## src/rtl/sample_serializer_pkg.sv

```systemverilog
// Shared definitions for the sample serializer: requester state encoding and
// frame-length helper used by the top and the bench.
package sample_serializer_pkg;

   typedef enum logic {
      REQ_IDLE = 1'b0,
      REQ_WAIT = 1'b1
   } req_state_t;

   // One stereo frame carries the same sample on both channels.
   function automatic int frame_bits(input int sample_w);
      return 2 * sample_w;
   endfunction

endpackage

```

## src/rtl/sample_fifo.sv

```systemverilog
// Generic synchronous FIFO: circular buffer, wrap-around pointers, push/pop
// ignored when full/empty, simultaneous push and pop keeps the level.
module sample_fifo #(
   parameter  int DEPTH = 4,
   parameter  int WIDTH = 16,
   localparam int PTR_W = $clog2(DEPTH),
   localparam int LVL_W = PTR_W + 1
) (
   input  logic             clk,
   input  logic             reset,
   input  logic             push,
   input  logic [WIDTH-1:0] push_data,
   input  logic             pop,
   output logic [WIDTH-1:0] pop_data,
   output logic [LVL_W-1:0] level,
   output logic             full,
   output logic             empty
);

   logic [WIDTH-1:0] mem [DEPTH];
   logic [PTR_W-1:0] wr_ptr;
   logic [PTR_W-1:0] rd_ptr;
   logic             do_push;
   logic             do_pop;

   assign full     = (level == LVL_W'(DEPTH));
   assign empty    = (level == '0);
   assign do_push  = push && !full;
   assign do_pop   = pop && !empty;
   assign pop_data = mem[rd_ptr];

   // DEPTH is a power of two, so pointers wrap naturally.
   always_ff @(posedge clk or negedge reset) begin
      if (!reset) begin
         wr_ptr <= '0;
         rd_ptr <= '0;
         level  <= '0;
      end else begin
         if (do_push) wr_ptr <= wr_ptr + 1'b1;
         if (do_pop)  rd_ptr <= rd_ptr + 1'b1;
         case ({do_push, do_pop})
            2'b10:   level <= level + 1'b1;
            2'b01:   level <= level - 1'b1;
            default: level <= level;
         endcase
      end
   end

   always_ff @(posedge clk) begin
      if (do_push) mem[wr_ptr] <= push_data;
   end

endmodule

```

## src/rtl/sample_serializer.sv

```systemverilog
// Requests samples from sine_reader, buffers them, and shifts each one out as
// a left-justified stereo frame (same sample on left and right) to the DAC.
module sample_serializer
   import sample_serializer_pkg::*;
#(
   parameter  int FIFO_DEPTH = 4,
   parameter  int SAMPLE_W   = 16,
   parameter  int BCLK_DIV   = 4,
   localparam int LVL_W      = $clog2(FIFO_DEPTH) + 1
) (
   input  logic                clk,
   input  logic                reset,
   input  logic                enable,
   output logic                generate_next,
   input  logic                sample_ready,
   input  logic [SAMPLE_W-1:0] sample,
   output logic                bclk,
   output logic                lrclk,
   output logic                sdata,
   output logic                underflow,
   output logic [LVL_W-1:0]    fifo_level,
   output req_state_t          req_state
);

   localparam int FRAME_BITS = frame_bits(SAMPLE_W);
   localparam int BIT_W      = $clog2(FRAME_BITS);
   localparam int DIV_W      = $clog2(BCLK_DIV);

   req_state_t          state_q;
   req_state_t          state_d;
   logic                gen_d;
   logic                pending;
   logic [LVL_W:0]      committed;

   logic                fifo_full;
   logic                fifo_empty;
   logic [SAMPLE_W-1:0] fifo_data;
   logic                capture;

   logic                halted;
   logic [DIV_W-1:0]    div_cnt;
   logic [BIT_W-1:0]    bit_cnt;
   logic [SAMPLE_W-1:0] shreg;
   logic [SAMPLE_W-1:0] word_q;
   logic [SAMPLE_W-1:0] load_word;
   logic                run_tick;
   logic                wrap;
   logic                fall_evt;
   logic                frame_edge;
   logic                frame_start;

   assign req_state = state_q;
   assign pending   = (state_q == REQ_WAIT);
   assign committed = {1'b0, fifo_level} + {{LVL_W{1'b0}}, pending};
   assign capture   = sample_ready && !fifo_full;

   // Requester: one outstanding request, never over-commits the FIFO.
   always_ff @(posedge clk or negedge reset) begin
      if (!reset) begin
         state_q       <= REQ_IDLE;
         generate_next <= 1'b0;
      end else begin
         state_q       <= state_d;
         generate_next <= gen_d;
      end
   end

   always_comb begin
      state_d = state_q;
      gen_d   = 1'b0;
      case (state_q)
         REQ_IDLE: begin
            if (enable && (committed < (LVL_W + 1)'(FIFO_DEPTH))) begin
               state_d = REQ_WAIT;
               gen_d   = 1'b1;
            end
         end
         REQ_WAIT: begin
            if (sample_ready) state_d = REQ_IDLE;
         end
         default: state_d = REQ_IDLE;
      endcase
   end

   sample_fifo #(
      .DEPTH (FIFO_DEPTH),
      .WIDTH (SAMPLE_W)
   ) u_fifo (
      .clk       (clk),
      .reset     (reset),
      .push      (capture),
      .push_data (sample),
      .pop       (frame_start),
      .pop_data  (fifo_data),
      .level     (fifo_level),
      .full      (fifo_full),
      .empty     (fifo_empty)
   );

   // Once started, the serializer runs until a frame boundary sees enable low.
   assign run_tick    = !halted || enable;
   assign wrap        = run_tick && (div_cnt == DIV_W'(BCLK_DIV - 1));
   assign fall_evt    = wrap && bclk;
   assign frame_edge  = fall_evt && (bit_cnt == '0);
   assign frame_start = frame_edge && enable;
   assign load_word   = fifo_empty ? '0 : fifo_data;

   always_ff @(posedge clk or negedge reset) begin
      if (!reset) begin
         halted    <= 1'b1;
         div_cnt   <= '0;
         bit_cnt   <= '0;
         bclk      <= 1'b0;
         lrclk     <= 1'b0;
         sdata     <= 1'b0;
         underflow <= 1'b0;
         shreg     <= '0;
         word_q    <= '0;
      end else begin
         underflow <= frame_start && fifo_empty;
         if (run_tick) begin
            halted  <= 1'b0;
            div_cnt <= wrap ? '0 : div_cnt + 1'b1;
            if (wrap) bclk <= ~bclk;
            if (fall_evt) begin
               if (frame_edge && !enable) begin
                  halted <= 1'b1;
                  lrclk  <= 1'b0;
                  sdata  <= 1'b0;
               end else begin
                  // bit_cnt is the index being sent; upper half is the right word.
                  lrclk   <= (bit_cnt >= BIT_W'(SAMPLE_W));
                  bit_cnt <= (bit_cnt == BIT_W'(FRAME_BITS - 1)) ? '0 : bit_cnt + 1'b1;
                  if (frame_start) begin
                     word_q <= load_word;
                     sdata  <= load_word[SAMPLE_W-1];
                     shreg  <= load_word << 1;
                  end else if (bit_cnt == BIT_W'(SAMPLE_W)) begin
                     sdata <= word_q[SAMPLE_W-1];
                     shreg <= word_q << 1;
                  end else begin
                     sdata <= shreg[SAMPLE_W-1];
                     shreg <= shreg << 1;
                  end
               end
            end
         end
      end
   end

endmodule
```

## config.mk

```make
export PLATFORM = sky130hd
export DESIGN_NAME = sample_serializer
export DESIGN_NICKNAME = d
export VERILOG_FILES = /design/src/rtl/sample_serializer_pkg.sv /design/src/rtl/sample_fifo.sv /design/src/rtl/sample_serializer.sv
export SDC_FILE = /design/constraint.sdc
export NUM_CORES = 1
export LEC_CHECK = 0
export CAP_MARGIN = 20
export CORE_ASPECT_RATIO = 1.25
export CORE_MARGIN = 2
export CORE_UTILIZATION = 60
export CTS_BUF_LIST = sky130_fd_sc_hd__clkbuf_8
export CTS_CLUSTER_DIAMETER = 30
export DETAILED_ROUTE_END_ITERATION = 16
export GPL_ROUTABILITY_DRIVEN = 0
export PLACE_DENSITY = 0.8
export SLEW_MARGIN = 25
export SYNTH_ARGS = -nofsm -noshare
export SYNTH_HDL_FRONTEND = slang
export SYNTH_SLANG_ARGS = --single-unit
```

## constraint.sdc

```tcl
create_clock -name clk -period 5.59 [get_ports clk]
set_input_delay 0.8385 -clock clk [delete_from_list [all_inputs] [get_ports clk]]
set_output_delay 0.8385 -clock clk [all_outputs]
set_load 0.02 [all_outputs]
```

# Word-level counts from Yosys, hierarchy flattened
# Memory sizes are Yosys's and may differ from the RTL's.
# Index checks and enable logic that the tools add are counted.
[word_totals]
reg_bits = 53
mem_bits_rw = 64
in_bits = 20
out_inout_bits = 9
elab_cells = 73
memories = 1
[mem_list]
columns = ["name", "words", "width", "read_ports", "rd_ports_with_merged_regs", "write_ports", "line_no", "text"]
rows = [
  ["u_fifo.mem", 4, 16, 1, 0, 1, "sample_fifo.sv:20", "logic [WIDTH-1:0] mem [DEPTH];"],
]
[op_classes]
addsub = 7
magnitude_cmp = 2
n_eq_ne = 6
mux = 18
n_bitwise = 3
n_reduce_logical = 22
[op_table]
columns = ["cell", "count"]
rows = [
  ["2-to-1 mux 16 bit", 3],
  ["2-to-1 mux 1 bit", 11],
  ["== test 5 bit, second input constant", 2],
  ["logical AND 1 bit", 10],
  ["adder 2 x 1 -> 2 bit, second input constant", 3],
  ["case mux 3 bit (2 select lines)", 1],
  ["adder 5 x 1 -> 5 bit, second input constant", 1],
  [">= comparator 5 bit, second input constant", 1],
  ["logical NOT 5 bit", 1],
  ["2-to-1 mux 5 bit", 1],
  ["adder 3 x 1 -> 4 bit", 1],
  ["== test 2 bit, second input constant", 2],
  ["logical NOT 1 bit", 4],
  ["< comparator 4 x 3 -> 1 bit, second input constant", 1],
  ["AND reduction 2 bit", 2],
  ["AND reduction 4 bit", 1],
  ["adder 3 x 1 -> 3 bit, second input constant", 1],
  ["== test 3 bit, second input constant", 1],
  ["logical NOT 3 bit", 1],
  ["inverter 1 bit", 3],
  ["AND reduction 3 bit", 1],
  ["subtractor 3 x 1 -> 3 bit, second input constant", 1],
  ["== test 2 x 1 -> 1 bit, second input constant", 1],
  ["2-to-1 mux 2 bit", 1],
  ["other kinds (3)", 3],
]

# Logic depth before layout (Yosys ltp)
[depth]
ltp_word = 9
mapped_depth = 11
ltp_nobuf = 11

# By module
# Synthesis repeated with hierarchy kept, for this count alone.
[unflattened]
cells_unflattened = 311
hier_area_um2 = 4924.7
[modules_own_cells]
columns = ["module", "n_inst", "cells_per_inst", "area_each_um2", "seq_area_each_um2"]
rows = [
  ["sample_fifo", 1, 121, 2775.2, 2097.0],
  ["sample_serializer", 1, 190, 2149.6, 1127.3],
]

# Worst setup path after synthesis
# OpenSTA, ideal clock, no wires.
[synth_timing]
path_kind = "input-to-reg"
from = "in enable"
to = "reg u_fifo.level[2]"
setup_time_ns = 0.080
arrival_time_ns = 2.210
required_ns = 5.510
slack_ns = 3.300
cell_stages = 9
n_path_buf = 0
cell_sequence = "and3_1 > nand3_1 > inv_1 > ha_1 > inv_1 > fa_1 > xor2_1 > nor2_1 > xor2_1"
[synth_between]
elab_chain_len = 8
elab_cells_between_ends = 10
classes_between = "eq/ne (2); mux (1); reduce/logical (7)"
[synth_lines]
columns = ["item", "line_no", "text"]
rows = [
  ["from (decl)", "sample_serializer.sv:13", "input logic enable,"],
  ["logical OR 1 bit", "sample_serializer.sv:101", "assign run_tick = !halted || enable;"],
  ["logical AND 1 bit", "sample_serializer.sv:102", "assign wrap = run_tick && (div_cnt == DIV_W'(BCLK_DIV - 1));"],
  ["logical AND 1 bit", "sample_serializer.sv:103", "assign fall_evt = wrap && bclk;"],
  ["logical AND 1 bit", "sample_serializer.sv:104", "assign frame_edge = fall_evt && (bit_cnt == '0);"],
  ["logical AND 1 bit *", "sample_serializer.sv:105", "assign frame_start = frame_edge && enable;"],
  ["logical AND 1 bit *", "sample_fifo.sv:29", "assign do_pop = pop && !empty;"],
  ["via u_fifo.do_pop", "sample_fifo.sv:24", "logic do_pop;"],
  ["== test 2 x 1 -> 1 bit / == test 2 bit (equally long branches)", "sample_fifo.sv:41", "case ({do_push, do_pop})"],
  ["case mux 3 bit (2 select lines) / nonzero test 2 bit (equally long branches)", "-", ""],
  ["to (signal assigned)", "sample_fifo.sv:42", "2'b10: level <= level + 1'b1;"],
  ["to (signal assigned)", "sample_fifo.sv:43", "2'b01: level <= level - 1'b1;"],
  ["to (signal assigned)", "sample_fifo.sv:44", "default: level <= level;"],
  ["to (decl)", "sample_fifo.sv:15", "output logic [LVL_W-1:0] level,"],
]
# Mark *: on every way through the listed nets, which the timed path passes. The rest lies on a longest branch.
# A chain may end at the register's enable or synchronous reset.

# Final worst setup path
# Ends and elaborated chain as after synthesis.

==> results by group <==
Outcome
  – Status: finished clean

STA
  – Fmax: 348 MHz
  – Final Hold Fails: 0
  – Part of the cycle the worst path needs: 51.4%
  – Relative slew slack: 44.0%
  – Max Transition Viols Final: 0
  – Worst hold margin: 474 ps
  – Final setup TNS: 0 ps
  – RSZ-0062 raised after global routing: no
  – Clock Skews: 8.43 ps
  – # setup viols final: 0
  – Slew @ Worst Pin: 840 ps
  – Tmin final: 2870 ps
  – Final Worst Setup Slack: 2720 ps

Die
  – IO Pins: 29
  – Initial core utilization: 62.4%
  – Die ar.: 8940 um^2
  – Die width: 85.0 um
  – Die extent in y: 105 um
  – Core Region: 7880 um^2
  – Row count: 36

Clocking
  – CTS Buf Count: 17
  – Clk sinks: 116
  – Post-CTS repair timing setup buffer count: 0
  – PostCTS Resize Cnt: 0
  – CTS tree: yes
  – H-tree depth: 4
  – Root Buffer: clkbuf_8
  – Clk_lat worst skew: 420 ps
  – Post-CTS Hold Buffers: 0
  – Longest Clk Path Bufs: 2
  – Clock slew at the register clock pins of the worst setup and hold paths: 70 ps

Cells and area
  – Layout Cells excl Fill: 459
  – Fill cells: 492
  – Share of cells above drive strength 1: 20.1%
  – Area Growth Syn to Fin: 13.8%
  – Ant. Diodes: 0
  – Final net count: 381

Route
  – DR DRC count: 0
  – Post-Route WL: 7.96 mm
  – Avg Vias per Cell: 5.78
  – TritonRoute pass-1 iters: 5
  – ANT nets after route: 0
  – Starting DRT DRC Count: 214
  – WL/cell: 17.3 um
  – Total vias in the final route: 2,655

Worst setup path
  – Crit-path cells: clkdlybuf4s50_1, and3_1, nand3_1, buf_4, inv_1, ha_1, inv_1, fa_1, xor2_1, nor2_1, xor2_1
  – Crit path DAT: 3210 ps
  – Worst setup path category: primary input to flip-flop
  – Setup crit end kind: flip-flop
  – Critical path startpoint category: primary input
  – CP max stage cell: clkdlybuf4s50_1
  – Critical path data required time: 5930 ps
  – Crit path max-delay family: buffers and inverters
  – CP bufs+invs: 4
  – CP max stage delay: 530 ps
  – CP max FO: 31

Yosys
  – Asr flop ratio synth: 44.8%
  – Average size of a mapped cell: 15.6 um^2
  – Most numerous cell in the Yosys netlist: edfxtp_1
  – Synthesis-stage register bit count: 116
  – YS warnings: 0
  – Synth cell types: 41
  – Syn Std Cell Area: 4920 um^2
  – Syn Nets: 346
  – Sequential area share after synthesis: 65.6%
  – Cells after Synth: 316
  – Primary FF master, synth: edfxtp_1
  – Post-synth EDFFs: 64
  – Area contributors post-synth: edfxtp_1, dfrtp_1, mux4_2
  – Synth top cells by count: edfxtp_1, dfrtp_1, inv_1, nand2_1, o21ai_0
  – Area leader, netlist: edfxtp_1
  – Yosys top cell area share: 39.1%

Placement
  – Placed insts: 427
  – Dpl ws: 2350 ps
  – DPL Wire Length: 5.16 mm
  – Buffers on Ports: 28

Power
  – Overall power: 2.74 mW
  – PwrDens: 489 nW/um^2
  – Worst vdd ir: 340 uV
  – P_leak: 2.16 nW

Global routing
  – Grt total ovfl: 0
  – Vias in the first global route: 2,742
  – Gr usage total: 19.7%
  – Most Used Layer, Global Route: met2
  – Initial antenna violation count: 0
  – Met3 usage: 4.78%
  – Largest net degree at the start of global routing: 53
  – GRT met2 Usage: 32.1%
  – Grt met1 use: 25.0%
  – First-pass GRT wire length: 13.4 mm

Job
  – Max Cap Viol: 0

Worst hold path
  – Hold Path Class: flip-flop to flip-flop
==> placed cells by master (no fill, tap or decap), types with 3 or more instances in the layout <==
master | synthesis | routed
a21o_1 | 3 | 3
and2_1 | 6 | 6
clkbuf_8 | 0 | 17
clkdlybuf4s50_1 | 0 | 27
clkinv_4 | 0 | 4
clkinvlp_4 | 0 | 4
dfrtp_1 | 51 | 50
edfxtp_1 | 64 | 64
ha_1 | 9 | 9
inv_1 | 26 | 26
inv_6 | 0 | 3
mux2_2 | 9 | 9
mux2_4 | 9 | 9
mux2i_1 | 16 | 16
mux4_2 | 16 | 16
nand2_1 | 20 | 20
nand3_1 | 3 | 3
nor2_1 | 5 | 5
o21ai_0 | 18 | 18
o22ai_1 | 14 | 14
o31ai_1 | 4 | 4
xnor2_1 | 5 | 5
==> cell families after synthesis <==
family / after synthesis / share of synthesized area [%]
compound gates: 47 / 5.90
xor+xnor: 7 / 1.25
fa+ha+maj: 10 / 2.70
flops: 116 / 65.6
simple gates: 46 / 5.17
mux: 50 / 15.4
buf+inv: 40 / 4.02
==> where the power goes <==
part           leakage (nW)  internal, mW  switching, mW  total [mW]
clock network         0.174         0.352          0.346       0.698
registers              1.23          1.14          0.151        1.29
logic                 0.762         0.386          0.362       0.748
==> path summary, 6_finish.rpt <==
| kind | from | to | slack (ps) | cells after the start |
|---|---|---|---|---|
| min | req_state$_DFF_PN0_ | generate_next$_DFF_PN0_ | 470 | 1 |
| max reg2reg | bit_cnt[0]$_DFFE_PN0P_ | u_fifo.level[2]$_DFFE_PN0P_ | 2840 | 12 |
| max | enable | u_fifo.level[2]$_DFFE_PN0P_ | 2720 | 11 |
| max in group asynchronous | reset | u_fifo.rd_ptr[0]$_DFFE_PN0P_ | 4590 | 2 |
| min in group asynchronous | reset | div_cnt[0]$_DFFE_PN0P_ | 530 | 2 |
| min reg2reg | req_state$_DFF_PN0_ | generate_next$_DFF_PN0_ | 470 | 1 |
==> final cells by class <==
class                           count  area, um^2  share of cell area [%]
Inverter                           26        97.6                    1.74
Clock inverter                     15         134                    2.39
Multi-Input combinational cell    160        1500                    26.7
Sequential cell                   116        3230                    57.6
Timing Repair Buffer               30         290                    5.19
Tap cell                           95         119                    2.12
Clock buffer                       17         234                    4.18
==> metal layers <==
metal  share of wire, %  vias up
met5                  0        -
met4                2.2        0
met3                3.4       16
met2                 52       75
met1                 42     1327
li1                   -     1237
==> sequential cells by signal, summed over array words and instances, names as in the netlist <==
signal	cells
u_fifo.wr_ptr	2
sdata	1
lrclk	1
halted	1
u_fifo.mem	64
u_fifo.level	3
req_state	1
bit_cnt	5
shreg	15
bclk	1
word_q	16
generate_next	1
underflow	1
u_fifo.rd_ptr	2
div_cnt	2
==> stage by stage <==
stage,cell area [um^2],util [%]
floorplan,4920,-
global route,5600,71.0
global placement,5230,66.3
CTS,5600,71.0
detailed placement,5230,66.3
finish,5600,71.0
(Power assumes the default switching activity.)
